File: config.mk
export PLATFORM = sky130hd
export DESIGN_NAME = rv32_wb_arbiter
export DESIGN_NICKNAME = d
export VERILOG_FILES = /design/src/rtl/rv32_pkg.sv /design/src/rtl/rv32_wb_fifo.sv /design/src/rtl/rv32_wb_arbiter.sv
export SDC_FILE = /design/constraint.sdc
export NUM_CORES = 1
export LEC_CHECK = 0
export CAP_MARGIN = 20
export CORE_ASPECT_RATIO = 1.75
export CORE_MARGIN = 1.5
export CORE_UTILIZATION = 41
export CTS_BUF_LIST = sky130_fd_sc_hd__clkbuf_16
export DETAILED_ROUTE_END_ITERATION = 16
export HOLD_SLACK_MARGIN = 0.05
export PLACE_DENSITY = 0.65
export REMOVE_ABC_BUFFERS = 1
export SETUP_SLACK_MARGIN = 0.2
export SLEW_MARGIN = 20
export SYNTH_ARGS = -nofsm -noshare
export SYNTH_HDL_FRONTEND = slang
export SYNTH_SLANG_ARGS = --single-unit
File: constraint.sdc
create_clock -name clk -period 9.8 [get_ports clk]
set_input_delay 2.45 -clock clk [delete_from_list [all_inputs] [get_ports clk]]
set_output_delay 2.45 -clock clk [all_outputs]
set_load 0.05 [all_outputs]
File: src/rtl/rv32_pkg.sv
// Shared regfile-write types for the WB arbiter slice.
// No logic; combinational types and constants only.
package rv32_pkg;

  typedef logic [4:0]  reg_addr_t;
  typedef logic [31:0] xlen_t;

  typedef struct packed {
    reg_addr_t addr;
    xlen_t     data;
  } wb_req_t;

  localparam reg_addr_t REG_ZERO = 5'd0;

endpackage

File: src/rtl/rv32_wb_fifo.sv
// MDU result FIFO: head visible combinationally, pushed entry readable one cycle later.
// Push is ignored when full and pop when empty; owner gates push with !full.
module rv32_wb_fifo
  import rv32_pkg::*;
#(
  parameter int DEPTH = 2
) (
  input  logic    clk,
  input  logic    rst_n,
  input  logic    push,
  input  wb_req_t din,
  input  logic    pop,
  output wb_req_t head,
  output logic    full,
  output logic    empty
);

  localparam int AW = $clog2(DEPTH);
  localparam logic [AW:0] FULL_CNT = DEPTH[AW:0];

  wb_req_t       mem [DEPTH];
  logic [AW-1:0] wr_ptr;
  logic [AW-1:0] rd_ptr;
  logic [AW:0]   count;
  logic          do_push;
  logic          do_pop;

  assign full    = (count == FULL_CNT);
  assign empty   = (count == '0);
  assign do_push = push && !full;
  assign do_pop  = pop && !empty;
  assign head    = mem[rd_ptr];

  // Power-of-two depth lets the pointers wrap by plain overflow.
  always_ff @(posedge clk or negedge rst_n) begin
    if (!rst_n) begin
      wr_ptr <= '0;
      rd_ptr <= '0;
      count  <= '0;
    end else begin
      if (do_push) wr_ptr <= wr_ptr + 1'b1;
      if (do_pop)  rd_ptr <= rd_ptr + 1'b1;
      case ({do_push, do_pop})
        2'b10:   count <= count + 1'b1;
        2'b01:   count <= count - 1'b1;
        default: count <= count;
      endcase
    end
  end

  always_ff @(posedge clk) begin
    if (do_push) mem[wr_ptr] <= din;
  end

endmodule

File: src/rtl/rv32_wb_arbiter.sv
// Regfile write-port arbiter: WB wins same cycle, MDU results drain from a FIFO in free slots (>=1 cycle,
// or 0 with RV32_WBARB_BYPASS_EN); mdu_ready=!full, req_bubble after STARVE_LIMIT blocked-drain cycles.
module rv32_wb_arbiter
  import rv32_pkg::*;
#(
  parameter int BUF_DEPTH    = 2,
  parameter int STARVE_LIMIT = 4
) (
  input  logic        clk,
  input  logic        rst_n,
  input  logic        pipe_we,
  input  logic [4:0]  pipe_waddr,
  input  logic [31:0] pipe_wdata,
  input  logic        mdu_valid,
  output logic        mdu_ready,
  input  logic [4:0]  mdu_waddr,
  input  logic [31:0] mdu_wdata,
  input  logic        sb_set,
  input  logic [4:0]  sb_rd,
  input  logic [4:0]  dec_rs1,
  input  logic [4:0]  dec_rs2,
  input  logic [4:0]  dec_rd,
  output logic        hazard,
  output logic        req_bubble,
  output logic        rf_we,
  output logic [4:0]  rf_waddr,
  output logic [31:0] rf_wdata,
  output logic        busy
);

  localparam int SW = $clog2(STARVE_LIMIT + 1);
  localparam logic [SW-1:0] STARVE_MAX = STARVE_LIMIT[SW-1:0];

  logic          wb_write;
  logic          drain;
  logic          bypass;
  logic          mdu_nz;
  logic          fifo_push;
  logic          fifo_full;
  logic          fifo_empty;
  wb_req_t       fifo_head;
  wb_req_t       mdu_req;
  logic [31:0]   pending;
  logic [31:0]   pending_nxt;
  logic [SW-1:0] starve_cnt;

  // A WB write to x0 does not occupy the port, so it is a free slot.
  assign wb_write  = pipe_we && (pipe_waddr != REG_ZERO);
  assign drain     = !wb_write && !fifo_empty;
  assign mdu_ready = !fifo_full;
  assign mdu_nz    = mdu_valid && (mdu_waddr != REG_ZERO);
  assign mdu_req   = '{addr: mdu_waddr, data: mdu_wdata};

`ifdef RV32_WBARB_BYPASS_EN
  assign bypass = !wb_write && fifo_empty && mdu_nz;
`else
  assign bypass = 1'b0;
`endif

  // x0 results are acknowledged but never stored.
  assign fifo_push = mdu_nz && !fifo_full && !bypass;

  rv32_wb_fifo #(
    .DEPTH (BUF_DEPTH)
  ) u_fifo (
    .clk   (clk),
    .rst_n (rst_n),
    .push  (fifo_push),
    .din   (mdu_req),
    .pop   (drain),
    .head  (fifo_head),
    .full  (fifo_full),
    .empty (fifo_empty)
  );

  always_comb begin
    rf_we    = 1'b0;
    rf_waddr = REG_ZERO;
    rf_wdata = '0;
    if (wb_write) begin
      rf_we    = 1'b1;
      rf_waddr = pipe_waddr;
      rf_wdata = pipe_wdata;
    end else if (drain) begin
      rf_we    = 1'b1;
      rf_waddr = fifo_head.addr;
      rf_wdata = fifo_head.data;
    end else if (bypass) begin
      rf_we    = 1'b1;
      rf_waddr = mdu_waddr;
      rf_wdata = mdu_wdata;
    end
  end

  // Set is applied after the clears so a same-address set wins.
  always_comb begin
    pending_nxt = pending;
    if (drain)  pending_nxt[fifo_head.addr] = 1'b0;
    if (bypass) pending_nxt[mdu_waddr] = 1'b0;
    if (sb_set && (sb_rd != REG_ZERO)) pending_nxt[sb_rd] = 1'b1;
  end

  always_ff @(posedge clk or negedge rst_n) begin
    if (!rst_n) pending <= '0;
    else        pending <= pending_nxt;
  end

  // pending[0] can never be set, so indexing with x0 reads as no hazard.
  assign hazard = pending[dec_rs1] | pending[dec_rs2] | pending[dec_rd];

  always_ff @(posedge clk or negedge rst_n) begin
    if (!rst_n) begin
      starve_cnt <= '0;
    end else if (fifo_empty || drain) begin
      starve_cnt <= '0;
    end else if (starve_cnt != STARVE_MAX) begin
      starve_cnt <= starve_cnt + 1'b1;
    end
  end

  assign req_bubble = (starve_cnt >= STARVE_MAX);
  assign busy       = !fifo_empty || (pending != '0);

endmodule

==> results of run 1 <==
-- cells in the mapped netlist, drive strengths merged, types with 2 or more instances --
| master | n | area share |
|---|---|---|
| a2111oi | 4 | 0.0061 |
| a211oi | 2 | 0.0026 |
| a21oi | 2 | 0.0017 |
| a22o | 2 | 0.0030 |
| a32o | 2 | 0.0035 |
| buf | 7 | 0.0076 |
| clkbuf | 21 | 0.014 |
| dfrtp | 39 | 0.17 |
| edfxtp | 74 | 0.39 |
| ha | 3 | 0.0065 |
| inv | 8 | 0.0052 |
| mux2 | 6 | 0.012 |
| mux2i | 41 | 0.071 |
| mux4 | 22 | 0.086 |
| nand2 | 53 | 0.035 |
| nand2b | 9 | 0.0098 |
| nand3 | 5 | 0.0043 |
| nand4 | 7 | 0.0076 |
| nor2 | 7 | 0.0046 |
| nor2b | 11 | 0.012 |
| nor3 | 6 | 0.0052 |
| nor4 | 8 | 0.0087 |
| o211ai | 2 | 0.0026 |
| o21a | 2 | 0.0026 |
| o21ai | 63 | 0.055 |
| o31ai | 37 | 0.048 |
| o32ai | 2 | 0.0030 |
| or2 | 2 | 0.0022 |
| or4 | 5 | 0.0085 |
| xnor2 | 4 | 0.0061 |
| xor2 | 2 | 0.0030 |
-- cells by family after synthesis --
logic type | share of synthesized area
AOI/OAI and AO/OA | 0.133
xor gates and xnor gates | 0.00914
adders and majority gates | 0.00653
buffers and inverters | 0.0265
DFF | 0.556
muxes | 0.169
and+or+nand+nor | 0.0998
-- registers in the layout, indices dropped and copies added, names as in the netlist --
register	count
pending	32
starve_cnt	3
u_fifo.count	2
u_fifo.mem	74
u_fifo.rd_ptr	1
u_fifo.wr_ptr	1
-- area by class of cell --
type,instances,area [um2]
fill,1137,5810
tap,177,221
multi-input combinational,314,2430
sequential,113,3200
clock inverter,14,195
clock buffer,17,425
timing repair buffer,143,1450
inverter,8,30.0
-- where the power goes --
part / total (mW) / internal, mW / leakage, nW / switching (mW)
clock network: 0.648 / 0.444 / 0.298 / 0.204
registers: 0.825 / 0.668 / 1.16 / 0.156
logic: 0.877 / 0.363 / 1.43 / 0.514
total: 2.35 / 1.47 / 2.89 / 0.875
-- worst max-delay path, delay by kind of cell --
kind / cells / cell delay [ps]
buffers and inverters: 2 / 1590
AO/OA/AOI/OAI: 1 / 340
multiplexers: 2 / 850
AND/OR/NAND/NOR: 1 / 120
-- layout by cell type, fill, tap and decap left out, drive strengths merged, types with 6 or more instances in the layout --
master         count
nor4               8
mux2i             41
nor2b             11
clkdlybuf4s50    139
o31ai             37
clkbuf            17
edfxtp            74
nor3               6
nand2b             9
nand2             53
clkinv             7
mux4              22
o21ai             63
nand4              7
dfrtp             39
inv                8
nor2               7
mux2               6
-- metal layers --
layer  routed length (um)  track usage
met3                  955       0.0481
met4                  435       0.0986
met2                 8800        0.405
met5                    0            0
met1                 6010        0.251
-- worst paths after layout --
check | startpoint | to | slack, ps | cells after the start
hold reg to reg | u_fifo.wr_ptr | u_fifo.wr_ptr | 560 | 1
hold / removal | u_fifo.wr_ptr | u_fifo.wr_ptr | 560 | 1
max in group asynchronous | rst_n | u_fifo.rd_ptr | 7020 | 1
setup reg to reg | u_fifo.rd_ptr | pending[5] | 7160 | 5
setup / recovery | dec_rs2[1] | hazard | 2000 | 6
min in group asynchronous | rst_n | pending[30] | 2170 | 1
-- through the flow --
stage / instances / util / instance area (um2)
2_1_floorplan: 435 / - / 5630
3_3_place_gp: 753 / 0.529 / 7280
3_5_place_dp: 753 / 0.529 / 7280
4_1_cts: 784 / 0.574 / 7900
5_1_grt: 786 / 0.578 / 7950
6_report: 786 / 0.578 / 7950
==> metrics.txt, run 1 <==
critical path capture point type=output port; # Post-CTS Setup Buffers=0; Routed WL per cell=20.6 um; final setup violation count=0; layout cells sized above 1=0.113; Worst IR Drop VDD=173 uV; Nets=699; GR Overflow Total=0; area delta synth->final=38.3%; Rel. slew slack=0.310; Inserted Clock Buffers=17; Slowest-stage cell, CP=clkdlybuf4s50_1; Die Height=160 um; Worst Skew=9.11 ps; CP most frequent cell=clkdlybuf4s50_1; total power=2.35 mW; DR iter-0 viols=223; post-route ant nets=0; hold_buf cts=0; Min-Delay Path Class=register to register; slew at the pin closest to its max-slew limit=1030 ps; placeable core region=13800 um2; H-tree lvl count=4; post-synth design cell area=5750 um2; Netlist cell types=40; FMAX=128 MHz; sinks on the clock net=113; Pre-antenna DRT Iters=4; IO Count=141; unrepaired setup endpoints after global routing=false; ys async rst share=0.345; Fin Hold WS=559 ps; cell area power density=295 nW/um2; critical path, cell by cell=clkdlybuf4s50_1, mux4_2, mux2_2, a311oi_1, nand4_1, clkdlybuf4s50_1; CP required=7350 ps; initial antenna violation count=0; starting density of the core=0.418; DRC errors left=0; Pins Over Slew Limit=0; row cnt=57; Pleak=2.89 nW; first-pass GRT wire length=25200 um; register area share after synthesis=0.556; Clock Pin Slew Worst Setup and Hold Paths=50 ps; GRT Overall Usage=0.225; largest net degree at the start of global routing=71; predominant post-synthesis flop cell=edfxtp_1; final hold vios=0; final critical-path required period=7800 ps; Ys Warns=0; Syn Inst Count=463; crit-path max cell delay=870 ps; die area=14800 um2; Final TNS setup=0 ps; Via density=5.80; worst path arrival time=5350 ps; WL final=16200 um; CTS max path bufs=2; CP max FO=14; flop and latch count out of synthesis=113; status=finished clean; Mean Syn Cell Area=12.4 um2; Final WS setup=2000 ps; Final GP Congestion=0.927; max_cap viols=0; CTS tree=done; Resized Gates After CTS=0; Vias=4556; fin crit share=0.795; Die Wd=92.5 um; Worst setup SP type=input port; Crit Path Category=input port to output port; clk root buf=clkbuf_16; clk_lat worst skew=400 ps; Post-synth EDFFs=74; DPL Wire Length=11800 um; port buffer count=140; DP Worst Slack=1840 ps; vias in the first global route=4751; Ant. Diodes=0
No activity file was read; power rests on OpenSTA's default activity.
==> run 2, diff against run 1 <==
Settings changed: PLACE_DENSITY 0.65 to 0.68.
Clock period 9.8 ns to 6.94 ns, I/O delays scaled along.
==> run 2 against run 1 <==
  * Clock skew decreased by 0.90 ps
  * Critical path depth increased by 1
  * Global-route usage decreased by 0.97 points
  * Count of clock-buffer cells in the layout unchanged
  * Critical endpoint unchanged
  * Largest cell class unchanged
  * Largest power group unchanged
  * Highest routed layer unchanged
==> metrics.txt, run 2 (synthesized netlist as in run 1, its figures left out) <==
fin crit share=0.906; IO Count=141; CP max FO=9; clk_lat worst skew=400 ps; Via density=5.76; final cell count without fillers=789; Most flops, register=u_fifo.mem; Vias=4546; commonest cells after routing, fill and taps aside=clkdlybuf4s50_1, edfxtp_1, nand2_1; Nets=701; sinks on the clock net=113; FILL cells=1115; R2R Setup Slk=4540 ps; port buffer count=140; Routed WL per cell=19.4 um; Min-Delay Path Class=register to register; largest registers=u_fifo.mem (74), pending (32), starve_cnt (3); Worst Hold End=u_fifo.wr_ptr; FF-to-FF End=pending[1]; GR Overflow Total=0; cell area power density=403 nW/um2; Die Height=160 um; Resized Gates After CTS=0; hold_buf cts=0; Metal-1 WL=5420 um; CTS tree=done; critical path capture point type=output port; row cnt=57; Crit Path Category=input port to output port; Ant. Diodes=0; met3 WL=1030 um; Final TNS setup=0 ps; layout cells sized above 1=0.123; # Post-CTS Setup Buffers=0; Worst IR Drop VDD=237 uV; Rel. slew slack=0.308; area delta synth->final=37.3%; final setup violation count=0; unrepaired setup endpoints after global routing=false; largest net degree at the start of global routing=65; starting density of the core=0.418; routed length on met2=8230 um; Worst Skew=8.21 ps; vias in the first global route=4833; commonest non-fill, non-tap cell in the layout=clkdlybuf4s50_1; Pleak=2.87 nW; final hold vios=0; placeable core region=13800 um2; Clock Pin Slew Worst Setup and Hold Paths=60 ps; FMAX=159 MHz; WL final=15300 um; GRT Overall Usage=0.216; CTS max path bufs=2; Pre-antenna DRT Iters=7; worst path arrival time=4550 ps; Worst Hold Launch=u_fifo.wr_ptr; status=finished clean; Final GP Congestion=0.954; Inserted Clock Buffers=17; max reg flops=74; initial antenna violation count=0; DR iter-0 viols=277; footprint of the multi-input gates=2420 um2; post-route ant nets=0; RR Startpoint=u_fifo.rd_ptr; DRC errors left=0; slew at the pin closest to its max-slew limit=1040 ps; worst reg-to-reg path cell count=5; die area=14800 um2; CP required=5200 ps; H-tree lvl count=4; hold path cells=1; max_cap viols=0; Die Wd=92.5 um; Post-Place Cells=755; Worst setup SP type=input port; FF+latch area=3200 um2; final critical-path required period=6290 ps; highest metal used=met4; clk root buf=clkbuf_16; first-pass GRT wire length=24400 um; total power=3.18 mW; Pins Over Slew Limit=0; DPL Wire Length=11300 um
-- run 2: cell types whose count changed in the layout (fill, tap and decap cells not counted) --
cell / before / now
inv_6: 0 / 6
bufinv_16: 5 / 0
clkinv_1: 4 / 0
clkinv_2: 3 / 0
clkinv_4: 0 / 3
buf_4: 1 / 3
inv_8: 0 / 2
clkinvlp_4: 2 / 3
inv_1: 8 / 9
o21a_2: 0 / 1
o21a_4: 1 / 0
-- run 2: layout make-up --
type                    count  share of cell area
inverters                   8             0.00380
multi-input cells         314               0.307
clock buffers              17              0.0539
repair buffers            145               0.186
flip-flops and latches    113               0.405
well taps                 177              0.0281
clock inverters            15              0.0162
-- run 2: report_power, final --
group          leakage (nW)  internal, mW  switching, mW  total (mW)
Clock                 0.267         0.467          0.324       0.790
Combinational          1.44         0.513          0.733        1.25
Sequential             1.16         0.943          0.203        1.15
-- run 2: worst max path at each step --
stage	startpoint	endpoint	slack, ps	depth (start not counted)
global route	dec_rs1[2]	hazard	470	7
finish	dec_rs1[2]	hazard	650	7
floorplan	pipe_waddr[2]	rf_waddr[1]	790	3
CTS	dec_rs1[2]	hazard	640	7
global placement	dec_rs1[2]	hazard	660	7
detailed placement	dec_rs1[2]	hazard	640	7
-- run 2: metrics by stage --
step / setup WS, ps / hold WS, ps / cell area (um2) / util
floorplan: 788 / 468 / 5630 / -
global placement: 657 / 534 / 7290 / 0.530
detailed placement: 643 / 571 / 7290 / 0.530
CTS: 642 / 575 / 7850 / 0.570
global route: 473 / 583 / 7900 / 0.574
finish: 653 / 574 / 7900 / 0.574
-- run 2: worst max-delay path, stage by stage --
cell and delay, ps:
clkdlybuf4s50_1 760, mux4_2 560, mux2i_1 320, o21ai_0 160, a21oi_1 180, nand4_1 120
clkdlybuf4s50_1 710
-- run 2: layer usage --
layer / track usage / vias up
li1: - / 2084
met1: 0.225 / 2171
met2: 0.383 / 243
met3: 0.0605 / 48
met4: 0.115 / 0
met5: 0 / -
==> run 3, diff against run 2 <==
Settings changed: CTS_CLUSTER_SIZE set to 20.
==> results of run 3 <==
Final layout, timing and power as in run 2 (identical DEF).
